$ cat src/rtl/mem_arbiter_if.sv
// Bus bundle between the cpu, the move engine, the shared word memory and the arbiter.
// The arbiter connects as slave; the requesters and the memory model connect as master.
interface mem_arbiter_if #(
  parameter int AW = 12,
  parameter int DW = 31
);
  logic          cpu_req;
  logic          cpu_we;
  logic [AW-1:0] cpu_addr;
  logic [DW-1:0] cpu_wdata;
  logic          cpu_gnt;
  logic          cpu_rvalid;
  logic [DW-1:0] cpu_rdata;

  logic          mov_req;
  logic          mov_we;
  logic          mov_lock;
  logic [AW-1:0] mov_addr;
  logic [DW-1:0] mov_wdata;
  logic          mov_gnt;
  logic          mov_rvalid;
  logic [DW-1:0] mov_rdata;

  logic          mem_en;
  logic          mem_we;
  logic [AW-1:0] mem_addr;
  logic [DW-1:0] mem_wdata;
  logic [DW-1:0] mem_rdata;

  modport slave (
    input  cpu_req, cpu_we, cpu_addr, cpu_wdata,
    output cpu_gnt, cpu_rvalid, cpu_rdata,
    input  mov_req, mov_we, mov_lock, mov_addr, mov_wdata,
    output mov_gnt, mov_rvalid, mov_rdata,
    output mem_en, mem_we, mem_addr, mem_wdata,
    input  mem_rdata
  );

  modport master (
    output cpu_req, cpu_we, cpu_addr, cpu_wdata,
    input  cpu_gnt, cpu_rvalid, cpu_rdata,
    output mov_req, mov_we, mov_lock, mov_addr, mov_wdata,
    input  mov_gnt, mov_rvalid, mov_rdata,
    input  mem_en, mem_we, mem_addr, mem_wdata,
    output mem_rdata
  );
endinterface

$ cat src/rtl/mem_arbiter.sv
// Two-port arbiter (cpu vs. block-move engine) in front of one synchronous word memory.
// Zero-latency grant, round robin on ties, bounded burst lock for the move engine.
module mem_arbiter #(
  parameter int MAX_HOLD = 8,
  parameter int AW       = 12,
  parameter int DW       = 31
) (
  input  logic          clk,
  input  logic          reset,
  mem_arbiter_if.slave  bus
);
  typedef enum logic [1:0] {
    IDLE = 2'd0,
    CPU  = 2'd1,
    MOV  = 2'd2
  } owner_e;

  localparam logic       SEL_CPU  = 1'b0;
  localparam logic       SEL_MOV  = 1'b1;
  localparam logic [5:0] HOLD_MAX = 6'(MAX_HOLD);

  owner_e     owner_q, owner_d;
  logic       last_q, last_d;
  logic [5:0] hold_cnt_q, hold_cnt_d;
  logic       rd_sel_q, rd_sel_d;
  logic       rd_pend_q, rd_pend_d;
  logic       cpu_gnt_s, mov_gnt_s, lock_pref_s;

  // Grant decision; grants are forced low while reset is asserted.
  always_comb begin
    cpu_gnt_s   = 1'b0;
    mov_gnt_s   = 1'b0;
    lock_pref_s = bus.mov_lock && (owner_q == MOV) && (hold_cnt_q < HOLD_MAX);
    if (reset) begin
      cpu_gnt_s = 1'b0;
      mov_gnt_s = 1'b0;
    end else if (bus.cpu_req && bus.mov_req) begin
      // Locked burst keeps the bus until the hold budget runs out; otherwise alternate.
      if (lock_pref_s || (last_q == SEL_CPU)) begin
        mov_gnt_s = 1'b1;
      end else begin
        cpu_gnt_s = 1'b1;
      end
    end else begin
      cpu_gnt_s = bus.cpu_req;
      mov_gnt_s = bus.mov_req;
    end
  end

  // Memory-side mux; with no grant the cpu address and data pass through.
  always_comb begin
    bus.mem_en    = cpu_gnt_s | mov_gnt_s;
    bus.mem_we    = 1'b0;
    bus.mem_addr  = bus.cpu_addr;
    bus.mem_wdata = bus.cpu_wdata;
    if (mov_gnt_s) begin
      bus.mem_we    = bus.mov_we;
      bus.mem_addr  = bus.mov_addr;
      bus.mem_wdata = bus.mov_wdata;
    end else begin
      bus.mem_we    = cpu_gnt_s & bus.cpu_we;
    end
  end

  // Next state for owner, last grantee, hold counter and read return routing.
  always_comb begin
    owner_d    = owner_q;
    last_d     = last_q;
    hold_cnt_d = hold_cnt_q;
    rd_sel_d   = rd_sel_q;
    rd_pend_d  = 1'b0;
    case ({cpu_gnt_s, mov_gnt_s})
      2'b10: begin
        owner_d   = CPU;
        last_d    = SEL_CPU;
        rd_sel_d  = SEL_CPU;
        rd_pend_d = ~bus.cpu_we;
      end
      2'b01: begin
        owner_d   = MOV;
        last_d    = SEL_MOV;
        rd_sel_d  = SEL_MOV;
        rd_pend_d = ~bus.mov_we;
      end
      default: begin
        owner_d = IDLE;
      end
    endcase
    if (cpu_gnt_s || !bus.mov_lock) begin
      hold_cnt_d = 6'd0;
    end else if (mov_gnt_s && bus.cpu_req && (hold_cnt_q < HOLD_MAX)) begin
      hold_cnt_d = hold_cnt_q + 6'd1;
    end else begin
      hold_cnt_d = hold_cnt_q;
    end
  end

  // State registers; last starts as MOV so the cpu wins the first tie.
  always_ff @(posedge clk or posedge reset) begin
    if (reset) begin
      owner_q    <= IDLE;
      last_q     <= SEL_MOV;
      hold_cnt_q <= 6'd0;
      rd_sel_q   <= SEL_CPU;
      rd_pend_q  <= 1'b0;
    end else begin
      owner_q    <= owner_d;
      last_q     <= last_d;
      hold_cnt_q <= hold_cnt_d;
      rd_sel_q   <= rd_sel_d;
      rd_pend_q  <= rd_pend_d;
    end
  end

  assign bus.cpu_gnt    = cpu_gnt_s;
  assign bus.mov_gnt    = mov_gnt_s;
  assign bus.cpu_rvalid = rd_pend_q & (rd_sel_q == SEL_CPU);
  assign bus.mov_rvalid = rd_pend_q & (rd_sel_q == SEL_MOV);
  assign bus.cpu_rdata  = bus.mem_rdata;
  assign bus.mov_rdata  = bus.mem_rdata;
endmodule

$ cat src/flat_wrapper.sv
// flat-port wrapper written by rule: the top's interface ports become plain ports
module mem_arbiter_flat 
#(
  parameter int MAX_HOLD = 8,
  parameter int AW       = 12,
  parameter int DW       = 31
)
  (clk, reset, bus_cpu_req, bus_cpu_we, bus_cpu_addr, bus_cpu_wdata, bus_cpu_gnt, bus_cpu_rvalid, bus_cpu_rdata, bus_mov_req, bus_mov_we, bus_mov_lock, bus_mov_addr, bus_mov_wdata, bus_mov_gnt, bus_mov_rvalid, bus_mov_rdata, bus_mem_en, bus_mem_we, bus_mem_addr, bus_mem_wdata, bus_mem_rdata);
  mem_arbiter_if #(.AW(AW), .DW(DW)) bus_i ();
  input  logic clk;
  input  logic reset;
  input wire logic [$bits(bus_i.cpu_req)-1:0] bus_cpu_req;
  input wire logic [$bits(bus_i.cpu_we)-1:0] bus_cpu_we;
  input wire logic [$bits(bus_i.cpu_addr)-1:0] bus_cpu_addr;
  input wire logic [$bits(bus_i.cpu_wdata)-1:0] bus_cpu_wdata;
  output wire logic [$bits(bus_i.cpu_gnt)-1:0] bus_cpu_gnt;
  output wire logic [$bits(bus_i.cpu_rvalid)-1:0] bus_cpu_rvalid;
  output wire logic [$bits(bus_i.cpu_rdata)-1:0] bus_cpu_rdata;
  input wire logic [$bits(bus_i.mov_req)-1:0] bus_mov_req;
  input wire logic [$bits(bus_i.mov_we)-1:0] bus_mov_we;
  input wire logic [$bits(bus_i.mov_lock)-1:0] bus_mov_lock;
  input wire logic [$bits(bus_i.mov_addr)-1:0] bus_mov_addr;
  input wire logic [$bits(bus_i.mov_wdata)-1:0] bus_mov_wdata;
  output wire logic [$bits(bus_i.mov_gnt)-1:0] bus_mov_gnt;
  output wire logic [$bits(bus_i.mov_rvalid)-1:0] bus_mov_rvalid;
  output wire logic [$bits(bus_i.mov_rdata)-1:0] bus_mov_rdata;
  output wire logic [$bits(bus_i.mem_en)-1:0] bus_mem_en;
  output wire logic [$bits(bus_i.mem_we)-1:0] bus_mem_we;
  output wire logic [$bits(bus_i.mem_addr)-1:0] bus_mem_addr;
  output wire logic [$bits(bus_i.mem_wdata)-1:0] bus_mem_wdata;
  input wire logic [$bits(bus_i.mem_rdata)-1:0] bus_mem_rdata;
  assign bus_i.cpu_req = bus_cpu_req;
  assign bus_i.cpu_we = bus_cpu_we;
  assign bus_i.cpu_addr = bus_cpu_addr;
  assign bus_i.cpu_wdata = bus_cpu_wdata;
  assign bus_cpu_gnt = bus_i.cpu_gnt;
  assign bus_cpu_rvalid = bus_i.cpu_rvalid;
  assign bus_cpu_rdata = bus_i.cpu_rdata;
  assign bus_i.mov_req = bus_mov_req;
  assign bus_i.mov_we = bus_mov_we;
  assign bus_i.mov_lock = bus_mov_lock;
  assign bus_i.mov_addr = bus_mov_addr;
  assign bus_i.mov_wdata = bus_mov_wdata;
  assign bus_mov_gnt = bus_i.mov_gnt;
  assign bus_mov_rvalid = bus_i.mov_rvalid;
  assign bus_mov_rdata = bus_i.mov_rdata;
  assign bus_mem_en = bus_i.mem_en;
  assign bus_mem_we = bus_i.mem_we;
  assign bus_mem_addr = bus_i.mem_addr;
  assign bus_mem_wdata = bus_i.mem_wdata;
  assign bus_i.mem_rdata = bus_mem_rdata;
  mem_arbiter #(.MAX_HOLD(MAX_HOLD), .AW(AW), .DW(DW)) u_core (.clk(clk), .reset(reset), .bus(bus_i));
endmodule
$ cat config.mk
export PLATFORM = sky130hd
export DESIGN_NAME = mem_arbiter_flat
export DESIGN_NICKNAME = d
export VERILOG_FILES = /design/src/rtl/mem_arbiter_if.sv /design/src/rtl/mem_arbiter.sv /design/src/flat_wrapper.sv
export SDC_FILE = /design/constraint.sdc
export NUM_CORES = 1
export LEC_CHECK = 0
export BUFFER_PORTS_ARGS = -buffer_cell sky130_fd_sc_hd__buf_2
export CAP_MARGIN = 20
export CELL_PAD_IN_SITES_DETAIL_PLACEMENT = 0
export CELL_PAD_IN_SITES_GLOBAL_PLACEMENT = 1
export CORE_AREA = 2 2 96 98
export CTS_CLUSTER_DIAMETER = 30
export DETAILED_ROUTE_END_ITERATION = 8
export DIE_AREA = 0 0 98 100
export PLACE_DENSITY = 0.91
export SYNTH_ARGS = -nofsm -noshare
export SYNTH_HDL_FRONTEND = slang
export SYNTH_SLANG_ARGS = --single-unit
$ cat constraint.sdc
create_clock -name clk -period 2.5 [get_ports clk]
set_input_delay 0.125 -clock clk [delete_from_list [all_inputs] [get_ports clk]]
set_output_delay 0.125 -clock clk [all_outputs]
set_load 0.1 [all_outputs]
Yosys cells after proc, flatten, opt, wreduce, memory -nomap -nowiden
Cells that the tools add are included.

storage, ports and cells
  register bits = 11
  bits in latches = 0
  bits in writable memories = 0
  ROM bits = 0
  input bits = 124
  memories kept = 0

cells by class
  add/sub/neg operators = 1
  $mul = 0
  div/mod/pow operators = 0
  magnitude comparators = 1
  eq/ne operators = 3
  shift operators = 0
  muxes and demuxes = 14
  bitwise logic cells = 8
  reduce and logical (&&, ||, !) cells = 10

operators by type and width
  cell                                                                           count
  31-bit 2-to-1 mux                                                              1
  12-bit 2-to-1 mux                                                              1
  6-bit 2-to-1 mux                                                               2
  1-bit 2-to-1 mux                                                               7
  6-bit by 1-bit adder with 6-bit output (second input constant)                 1
  6-bit by 4-bit less-than comparator with 1-bit output (second input constant)  1
  1-bit logical AND                                                              5
  2-bit equality test (second input constant)                                    2
  1-bit NOT                                                                      4
  1-bit one-hot mux with 2 select lines                                          2
  2-bit one-hot mux with 2 select lines                                          1
  2-bit nonzero test                                                             2
  1-bit AND                                                                      3
  2-bit by 1-bit equality test with 1-bit output (second input constant)         1
  1-bit logical OR                                                               2
  1-bit zero test                                                                1
  1-bit bitwise OR                                                               1

Longest topological paths before layout
Gate-level depths: netlist of run 1.

  depth in word-level cells = 11
  depth in mapped cells = 9
  gate-level depth less buffers = 7

Least setup slack after synthesis of run 1
No wires, ideal clock.

  path type = reg-to-output
  from = register u_core.hold_cnt_q[5]
  to = output bus_mem_we
  data arrival time = 2,429 ps
  data required time = 2,375 ps
  path slack = -54 ps
  cell stages (with the launch flop) = 5
  buffers on the path = 0
  path through = dfrtp_1 > or3_4 > o21ai_2 > nand3_1 > o22ai_1

on the way
  cells in the longest elaborated chain, start to end = 8
  elaborated cells between the ends (all ways) = 11
  classes of those cells = order compare: 1; mux: 7; bitwise: 1; reduce/logical: 2

ends and longest elaborated chain
  what                                                       RTL line            text
  start, declared                                            mem_arbiter.sv:24   logic [5:0] hold_cnt_q, hold_cnt_d;
  start signal, assigned                                     mem_arbiter.sv:109  hold_cnt_q <= hold_cnt_d;
  6-bit by 4-bit less-than comparator with 1-bit output (*)  mem_arbiter.sv:33   lock_pref_s = bus.mov_lock && (owner_q == MOV) && (hold_cnt_q < HOLD_MAX);
  1-bit logical AND (*)                                      mem_arbiter.sv:33
  1-bit logical OR (*)                                       mem_arbiter.sv:39   if (lock_pref_s || (last_q == SEL_CPU)) begin
  1-bit 2-to-1 mux                                           mem_arbiter.sv:39
  1-bit 2-to-1 mux                                           mem_arbiter.sv:37   end else if (bus.cpu_req && bus.mov_req) begin
  1-bit 2-to-1 mux                                           mem_arbiter.sv:34   if (reset) begin
  1-bit AND                                                  mem_arbiter.sv:61   bus.mem_we = cpu_gnt_s & bus.cpu_we;
  1-bit 2-to-1 mux (*)                                       mem_arbiter.sv:56   if (mov_gnt_s) begin
  end, declared                                              flat_wrapper.sv:28  output wire logic [$bits(bus_i.mem_we)-1:0] bus_mem_we;

Mark *: on every way between the ends. The rest lies on a longest branch, timed or not.

Final worst setup path of run 1
  from = register u_core.hold_cnt_q[5]
  to = output bus_mem_en

on the way
  cells in the longest elaborated chain, start to end = 7
  elaborated cells between the ends (all ways) = 10
  classes of those cells = order compare: 1; mux: 6; bitwise: 1; reduce/logical: 2

ends and longest elaborated chain
  what                                                       RTL line            text
  6-bit by 4-bit less-than comparator with 1-bit output (*)  mem_arbiter.sv:33
  1-bit logical AND (*)                                      mem_arbiter.sv:33
  1-bit logical OR (*)                                       mem_arbiter.sv:39
  1-bit 2-to-1 mux                                           mem_arbiter.sv:39
  1-bit 2-to-1 mux                                           mem_arbiter.sv:37
  1-bit 2-to-1 mux                                           mem_arbiter.sv:34
  1-bit bitwise OR (*)                                       mem_arbiter.sv:52   bus.mem_en = cpu_gnt_s | mov_gnt_s;
  end, declared                                              flat_wrapper.sv:27  output wire logic [$bits(bus_i.mem_en)-1:0] bus_mem_en;

Marks and branches as above.

==> results.sh, run 1 <==
export IMPL_avgSynthCellArea_um2=10.62
export IMPL_grt_util_all_layers=0.08618
export IMPL_clkPwrFrac=0.119
export IMPL_clk_pin_slew_ns=0.05
export IMPL_finClkSkew_ns=0.0008757
export IMPL_seqCellArea_um2=276.5
export IMPL_grt_first_pass_wirelength_um=6989
export IMPL_rsz0062_at_grt="no"
export IMPL_max_cap_violations=0
export IMPL_antenna_found_initial=0
export IMPL_period_needed_ns=2.356
export IMPL_fin_ws_ns=0.1437
export IMPL_wl_um=4930
export IMPL_cts_buffer_depth=2
export IMPL_p_sw_uw=715.0
export IMPL_gp_congestion=0.6794
export IMPL_r2r_slack_ns=0.45
export IMPL_netlist_top_cells_area="mux2_4 (32%), buf_4 (26%), dfrtp_1 (14%)"
export IMPL_worstReg2RegEnd="u_core.last_q"
export IMPL_wire_per_inst_um=13.58
export IMPL_timing_final_crit_share=0.9425
export IMPL_yosys_area_top_type="mux2_4"
export IMPL_dpl_hpwl_um=4235
export IMPL_core_area_um2=8890
export IMPL_n_antenna_cell=0
export IMPL_timing_rr_start="u_core.hold_cnt_q[5]"
export IMPL_cts_sinks=11
export IMPL_multi_input_area_um2=947.2
export IMPL_dp_slack_ns=0.2799
export IMPL_max_slew_margin_rel=0.5710
export IMPL_viasPerCell=3.967
export IMPL_nets=383
export IMPL_synth_seq_cells=11
export IMPL_grt_overflow_total=0
export IMPL_fin_area_um2=2883
export IMPL_grt_start_max_net_pins=48
export IMPL_synth_warnings=0
export IMPL_start_util=0.2031
export IMPL_ff2ff_path_depth=7
export IMPL_holdCritPathClass="input port to flop"
export IMPL_power_density_nw_per_um2=495.1
export IMPL_final_hold_viol_count=0
export IMPL_fin_util=0.3243
export IMPL_dr_pass1_iters=4
export IMPL_synth_flop_cell="dfrtp_1"
export IMPL_rows=35
export IMPL_final_cell_mix="buf_2 (96), buf_12 (45), mux2_4 (38)"
export IMPL_cp_required_ns=2.38
export IMPL_yosys_cell_types_count=30
export IMPL_pin_count=235
export IMPL_cp_end_kind="output port"
export IMPL_yosysTopAreaCellShare=0.3160
export IMPL_drive_above_1_share=0.7817
export IMPL_die_x_um=98
export IMPL_fillerInstances=913
export IMPL_placed_cell_area_um2=2794
export IMPL_combPwrFrac=0.741
export IMPL_setup_tns_ns=0
export IMPL_drc=0
export IMPL_clock_fmax_mhz=424.4
export IMPL_io_buffers=141
export IMPL_power_internal_uw=712.4
export IMPL_synth_fp_nets=300
export IMPL_clk_insertion_delay_late_ns=0.23
export IMPL_ant_nets=0
export IMPL_start_kind="flop"
export IMPL_synthToLayoutAreaGrowth_pct=59.67
export IMPL_crit_fanout=24
export IMPL_crit_type="flop to output port"
export IMPL_p_leak_uw=0.001470
export IMPL_dr_first_iter_drc_count=10
export IMPL_netlist_instances=170
export IMPL_numCtsBuffers=3
export IMPL_tightestPinTransition_ns=0.6434
export IMPL_dieArea_um2=9800
export IMPL_crit_arrival_ns=2.23
export IMPL_fp_dieH_um=100
export IMPL_slew_viol_final=0
export IMPL_p_seq_frac=0.140
export IMPL_synth_edff_count=0
export IMPL_async_reset_ff_frac=1.000
export IMPL_cts_tree="built"
export IMPL_p_sw_frac=0.5009
export IMPL_yosysSeqAreaShare=0.1532
export IMPL_grt_pass1_vias=1451
export IMPL_crit_start="u_core.hold_cnt_q[5]"
export IMPL_h_tree_depth=1
export IMPL_syn_area_um2=1805
export IMPL_cp_endpoint="bus_mem_en"
export IMPL_layout_cells_most_common="buf_2"
export IMPL_outcome="finished clean"
export IMPL_vias=1440
export IMPL_post_cts_buffers=0
export IMPL_total_power_uw=1427
export IMPL_ir_drop_v=0.0002826
export IMPL_cts_root_buffer="clkbuf_8"
export IMPL_setup_viol=0
synthesized netlist by cell type, drive strengths merged (2+ instances only):
library cell,n
and2,3
xnor2,2
nand3b,2
mux2,43
o21ai,2
nand2,6
nor2b,2
inv,6
ha,6
dfrtp,10
nand2b,3
and3,3
nor2,4
buf,67
sequential cells by signal, indices dropped and copies added, names as in the netlist:
name	flops
u_core.rd_pend_q	1
u_core.hold_cnt_q	6
u_core.rd_sel_q	1
u_core.last_q	1
u_core.owner_q	2
through the flow:
stage / instances / hold WS (ns)
2_1_floorplan: 170 / -0.01492
3_3_place_gp: 357 / 0.1748
3_5_place_dp: 357 / 0.1887
4_1_cts: 362 / 0.2093
5_1_grt: 363 / 0.2229
6_report: 363 / 0.2025
power by group through the flow:
stage	logic, uW	clock network, uW	registers [uW]
after global routing	1090	186	201
after detailed placement	1050	0	202
after CTS	1060	173	199
after global placement	1040	0	202
after floorplan	1170	0	199
final	1060	170	199
layout make-up:
type	count	area share
clock buffers	3	0.01432
clock inverters	1	0.001736
inverters	6	0.007813
multi-input cells	86	0.3286
flip-flops and latches	11	0.09592
well taps	111	0.04818
repair buffers	145	0.5035
worst max-delay path, cell delays in order (launching register included):
cell,delay [ns]
dfrtp_1,0.37
or3_4,0.41
o21ai_2,0.16
and3_4,0.25
buf_16,0.20
inv_1,0.11
ha_1,0.19
inv_1,0.09
buf_12,0.18
worst min-delay path by stage:
stage / startpoint / cells past startpoint / slack [ns] / endpoint
after floorplan: reset / 1 / -0.01 / u_core.hold_cnt_q[0]
after global placement: reset / 3 / 0.17 / u_core.rd_sel_q
after detailed placement: reset / 3 / 0.19 / u_core.hold_cnt_q[2]
after CTS: bus_mov_lock / 2 / 0.21 / u_core.hold_cnt_q[4]
after global routing: bus_mov_we / 3 / 0.22 / u_core.rd_pend_q
final: bus_mov_lock / 2 / 0.20 / u_core.hold_cnt_q[4]
repair_timing:
action	in CTS	in global routing
hold buffers	1	0
endpoints found under the setup margin	0	5
endpoints found under the hold margin	10	0
gates resized for setup	0	1
metal layers:
metal  share of wire  track usage  vias to the layer above
li1                -            -                      673
met1            0.37       0.1031                      638
met2            0.48       0.1380                      123
met3            0.14      0.05432                        6
met4          0.0073     0.005342                        0
met5               0            0                        -
kinds of logic after synthesis:
family	synth area share
buf+inv	0.3257
mux	0.3527
simple gates	0.08454
flops	0.1532
compound gates	0.03257
fa+ha+maj	0.04158
xor+xnor	0.009704
(Power assumes the default switching activity.)
==> inputs of run 2 (changes only) <==
--- a/config.mk
+++ b/config.mk
@@ -9,11 +9,11 @@
 export CAP_MARGIN = 20
 export CELL_PAD_IN_SITES_DETAIL_PLACEMENT = 0
 export CELL_PAD_IN_SITES_GLOBAL_PLACEMENT = 1
-export CORE_AREA = 2 2 96 98
+export CORE_AREA = 2 2 111 86
 export CTS_CLUSTER_DIAMETER = 30
 export DETAILED_ROUTE_END_ITERATION = 8
-export DIE_AREA = 0 0 98 100
-export PLACE_DENSITY = 0.91
+export DIE_AREA = 0 0 113 88
+export PLACE_DENSITY = 0.9
 export SYNTH_ARGS = -nofsm -noshare
 export SYNTH_HDL_FRONTEND = slang
 export SYNTH_SLANG_ARGS = --single-unit
==> run 2 against run 1 <==
Compared with the run above: the flow now finishes with violations (design-rule violations); die area is 1.5% higher; routed wire length is 1.7% lower; non-clock buffer count is 1 higher; global-route usage hardly changed; sequential cell count stayed put; sequential power hardly changed; first-iteration DRC count grew to 4.4 times the previous value; core utilization is 0.45 points higher; maximum frequency is 0.17% lower; critical endpoint unchanged; largest power group unchanged.
==> results.sh, run 2 (synthesis results as in run 1) <==
export IMPL_post_cts_resized=0
export IMPL_crit_type="flop to output port"
export IMPL_rows=30
export IMPL_dr_first_iter_drc_count=44
export IMPL_antenna_found_initial=0
export IMPL_pin_count=235
export IMPL_finClkSkew_ns=0.001988
export IMPL_clk_pin_slew_ns=0.04
export IMPL_top_register="u_core.hold_cnt_q"
export IMPL_gp_congestion=0.8425
export IMPL_cts_tree="built"
export IMPL_violations="design-rule violations"
export IMPL_holdCritPathClass="input port to flop"
export IMPL_ant_nets=0
export IMPL_stdcell_count=365
export IMPL_dp_cells=360
export IMPL_final_hold_viol_count=0
export IMPL_largest_reg_flops=6
export IMPL_wire_per_inst_um=13.28
export IMPL_grt_util_all_layers=0.08641
export IMPL_start_util=0.2038
export IMPL_cp_end_kind="output port"
export IMPL_tightestPinTransition_ns=0.5017
export IMPL_start_kind="flop"
export IMPL_cts_sinks=11
export IMPL_dpl_hpwl_um=4248
export IMPL_whs_path_depth=3
export IMPL_setup_viol=0
export IMPL_crit_fanout=25
export IMPL_layout_cells_most_common="buf_2"
export IMPL_viasPerCell=3.975
export IMPL_die_x_um=113
export IMPL_max_cap_violations=0
export IMPL_grt_overflow_total=0
export IMPL_grt_first_pass_wirelength_um=6886
export IMPL_timing_final_crit_share=0.9442
export IMPL_drc=12
export IMPL_setup_tns_ns=0
export IMPL_synthToLayoutAreaGrowth_pct=61.33
export IMPL_power_density_nw_per_um2=530.8
export IMPL_cts_root_buffer="clkbuf_16"
export IMPL_numCtsBuffers=3
export IMPL_clock_fmax_mhz=423.7
export IMPL_wl_um=4847
export IMPL_postCtsHoldBufs=1
export IMPL_dieArea_um2=9944
export IMPL_fp_dieH_um=88
export IMPL_top_regs="u_core.hold_cnt_q x6, u_core.owner_q x2"
export IMPL_slew_viol_final=0
export IMPL_cts_buffer_depth=2
export IMPL_nets=384
export IMPL_core_area_um2=8859
export IMPL_rsz0062_at_grt="no"
export IMPL_max_slew_margin_rel=0.6569
export IMPL_clk_insertion_delay_late_ns=0.24
export IMPL_ir_drop_v=0.0002350
export IMPL_post_cts_buffers=0
export IMPL_cp_required_ns=2.38
export IMPL_crit_arrival_ns=2.24
export IMPL_ff2ff_path_depth=8
export IMPL_grt_pass1_vias=1440
export IMPL_period_needed_ns=2.360
export IMPL_vias=1451
export IMPL_p_leak_uw=0.001484
export IMPL_io_buffers=141
export IMPL_h_tree_depth=1
export IMPL_n_antenna_cell=0
export IMPL_drive_above_1_share=0.7826
export IMPL_grt_start_max_net_pins=26
export IMPL_fin_hold_ws_ns=0.1820
export IMPL_outcome="finished, violations left"
export IMPL_dr_pass1_iters=9
export IMPL_final_cell_mix="buf_2 (96), buf_12 (47), mux2_4 (38)"
[run 2: per-layer routing]
metal  wire [um]  vias up  GRT usage
met5           0        -          0
met4          38        0    0.02217
met3         640        4    0.04913
met2        2408      120     0.1459
met1        1760      650    0.09496
li1            -      677          -
[run 2: worst paths after layout]
| check | start | slack (ns) | end |
|---|---|---|---|
| worst max-delay path | u_core.hold_cnt_q[5] | 0.14 | bus_mem_en |
| worst min-delay path | bus_cpu_we | 0.18 | u_core.rd_pend_q |
| worst max register to register | u_core.hold_cnt_q[5] | 0.49 | u_core.rd_pend_q |
| worst min register to register | u_core.rd_sel_q | 0.50 | u_core.rd_sel_q |
| max in group asynchronous | reset | 1.82 | u_core.last_q |
| min in group asynchronous | reset | 0.45 | u_core.hold_cnt_q[2] |
[run 2: worst max-delay path: stages, from the launching register on]
cell,delay (ns)
dfrtp_1,0.36
or3_4,0.41
o21ai_2,0.16
and3_4,0.24
buf_12,0.20
inv_1,0.11
ha_1,0.20
inv_1,0.10
buf_12,0.18
[run 2: power breakdown]
| group | switching [uW] | internal, uW |
|---|---|---|
| registers | 8.65 | 191 |
| logic | 646 | 412 |
| clock network | 76.6 | 211 |
[run 2: cell type report]
class | count | area (um^2)
timing repair buffer | 146 | 1446
clock buffer | 3 | 75.07
tap | 112 | 140.1
sequential | 11 | 276.5
multi-input combinational | 86 | 947.2
inverter | 6 | 22.52
clock inverter | 1 | 5.005
fill | 889 | 5946
[run 2: metrics by stage]
stage / total power, uW / setup WS (ns) / instance area (um^2) / util
4_1_cts: 1564 / 0.1150 / 2913 / 0.3288
3_5_place_dp: 1267 / 0.3745 / 2823 / 0.3186
6_report: 1546 / 0.1396 / 2913 / 0.3288
5_1_grt: 1599 / 0.03534 / 2913 / 0.3288
3_3_place_gp: 1253 / 0.4515 / 2823 / 0.3186
2_1_floorplan: 1367 / 0.06194 / 1812 / -
==> inputs of run 3 (changes only) <==
==> constraint.sdc (replaced) <==
create_clock -name clk -period 2.2 [get_ports clk]
set_input_delay 0.11 -clock clk [delete_from_list [all_inputs] [get_ports clk]]
set_output_delay 0.11 -clock clk [all_outputs]
set_load 0.1 [all_outputs]
==> run 3 against run 2 <==
Compared with the run above: the run ends with design-rule violations, negative setup slack left; register-to-register slack lost 0.27 ns; first-iteration DRC count grew 16%; setup slack got worse by 0.23 ns; combinational power up 20%; count of clock-buffer cells in the layout up 1; critical path depth shrank 1; core utilization up 2.5 points; sequential cell count unchanged; critical path type unchanged; largest cell class unchanged.
==> results.sh, run 3 (synthesis results as in run 1) <==
export IMPL_crit_arrival_ns=2.18
export IMPL_seqCellArea_um2=276.5
export IMPL_top_register="u_core.hold_cnt_q"
export IMPL_grt_start_max_net_pins=12
export IMPL_wire_per_inst_um=14.77
export IMPL_die_x_um=113
export IMPL_path_depth=7
export IMPL_cts_sinks=11
export IMPL_total_power_uw=1823
export IMPL_n_antenna_cell=0
export IMPL_grt_util_all_layers=0.1048
export IMPL_fp_dieH_um=88
export IMPL_fin_ws_ns=-0.08958
export IMPL_fillerInstances=871
export IMPL_clk_pin_slew_ns=0.04
export IMPL_worst_path_most_repeated_cell="buf_12"
export IMPL_grt_overflow_total=0
export IMPL_h_tree_depth=1
export IMPL_finClkSkew_ns=0.002541
export IMPL_timing_final_crit_share=1.041
export IMPL_start_util=0.2038
export IMPL_gp_congestion=0.7979
export IMPL_numCtsBuffers=3
export IMPL_dpl_hpwl_um=4564
export IMPL_crit_fanout=4
export IMPL_cp_end_kind="output port"
export IMPL_grt_first_pass_wirelength_um=8135
export IMPL_crit_type="flop to output port"
export IMPL_ir_drop_v=0.0002737
export IMPL_top_regs="u_core.hold_cnt_q x6, u_core.owner_q x2"
export IMPL_cts_buffer_depth=2
export IMPL_largest_reg_flops=6
export IMPL_dieArea_um2=9944
export IMPL_holdCritPathClass="input port to flop"
export IMPL_setup_viol=44
export IMPL_whs_path_depth=3
export IMPL_synthToLayoutAreaGrowth_pct=73.80
export IMPL_violations="design-rule violations, negative setup slack"
export IMPL_critPathMaxStageDelay_ns=0.41
export IMPL_nets=393
export IMPL_cts_tree="built"
export IMPL_viasPerCell=3.955
export IMPL_period_needed_ns=2.290
export IMPL_cp_required_ns=2.09
export IMPL_layout_cells_most_common="buf_2"
export IMPL_p_leak_uw=0.001563
export IMPL_dr_pass1_iters=6
export IMPL_start_kind="flop"
export IMPL_ff2ff_path_depth=8
export IMPL_antenna_found_initial=0
export IMPL_clk_insertion_delay_late_ns=0.23
export IMPL_final_hold_viol_count=0
export IMPL_wl_um=5523
export IMPL_final_cell_mix="buf_2 (96), buf_12 (50), mux2_4 (43)"
export IMPL_cts_root_buffer="clkbuf_16"
export IMPL_ant_nets=0
export IMPL_crit_path_top_delay_cell="or3_4"
export IMPL_pin_count=235
export IMPL_outcome="finished, violations left"
export IMPL_cp_cell_sequence="or3_4 > o21ai_4 > and3_4 > buf_12 > clkbuf_16 > mux2_4 > buf_12"
export IMPL_grt_pass1_vias=1525
export IMPL_slew_viol_final=0
export IMPL_io_buffers=141
export IMPL_rsz0062_at_grt="yes"
export IMPL_tightestPinTransition_ns=0.5257
export IMPL_drive_above_1_share=0.8092
export IMPL_dr_first_iter_drc_count=51
export IMPL_dp_slack_ns=0.08325
export IMPL_max_cap_violations=0
export IMPL_max_slew_margin_rel=0.6404
export IMPL_multi_input_area_um2=996.0
export IMPL_cpLargestDelayFamily="simple AND/OR/NAND/NOR gates"
export IMPL_drc=11
export IMPL_rows=30
export IMPL_power_density_nw_per_um2=581.0
export IMPL_r2r_slack_ns=0.22
export IMPL_vias=1479
export IMPL_core_area_um2=8859
export IMPL_crit_buf_inv=3
export IMPL_clock_fmax_mhz=436.8
-- run 3: cell types whose count changed in the layout (fill, tap and decap cells not counted), sizes merged --
| cell | delta |
|---|---|
| inv | -2 |
| clkinv | -1 |
| clkbuf | +2 |
| buf | +8 |
| clkinvlp | +2 |
-- run 3: final timing paths --
path / from / endpoint
max: u_core.hold_cnt_q[5] / bus_mem_addr[8]
min: bus_cpu_we / u_core.rd_pend_q
max reg2reg: u_core.hold_cnt_q[5] / u_core.rd_sel_q
min reg2reg: u_core.hold_cnt_q[4] / u_core.hold_cnt_q[4]
max in group asynchronous: reset / u_core.last_q
min in group asynchronous: reset / u_core.rd_sel_q
-- run 3: tightest hold or removal path: cells and delay by family --
family | cells | cell delay (ns)
and+or+nand+nor | 1 | 0.09
buffers and inverters | 1 | 0.08
AOI/OAI and AO/OA | 1 | 0.05
-- run 3: layer usage --
layer  share of wire  routed length [um]  global-route usage  vias up
li1                -                   -                   -      696
met1            0.37                2030              0.1216      659
met2            0.47                2609              0.1633      122
met3            0.15                 855             0.07197        2
met4          0.0049                  27             0.01774        0
met5               0                   0                   0        -
-- run 3: stage by stage --
stage / instances / setup TNS (ns) / utilization / cell area (um^2) / hold slack (ns)
CTS: 375 / -3.442 / 0.3549 / 3144 / 0.1435
global placement: 361 / 0 / 0.3213 / 2846 / 0.1577
finish: 374 / -3.205 / 0.3542 / 3138 / 0.1445
global route: 374 / -6.179 / 0.3542 / 3138 / 0.1706
floorplan: 170 / -0.03266 / - / 1828 / -0.02992
detailed placement: 361 / 0 / 0.3213 / 2846 / 0.1674
-- run 3: layout make-up --
| type | count | share of cell area |
|---|---|---|
| Multi-Input combinational cell | 86 | 0.3174 |
| Inverter | 6 | 0.009569 |
| Tap cell | 112 | 0.04466 |
| Timing Repair Buffer | 155 | 0.5152 |
| Sequential cell | 11 | 0.08812 |
| Clock buffer | 4 | 0.02512 |
-- run 3: what timing repair did --
action / in CTS / in global routing
hold endpoints to repair: 10 / 0
pin swaps: 3 / 3
hold buffers: 1 / 0
endpoints found under the setup margin: 44 / 44
gates resized for setup: 13 / 4
cloned: 3 / 1
buffers inserted: 6 / 0
-- run 3: power by group --
group	internal, uW	switching (uW)	leakage [uW]
combinational	515	752	0.00138
sequential	217	12.4	0.000148
clock	243	83.6	0.0000382
total	975	848	0.00156
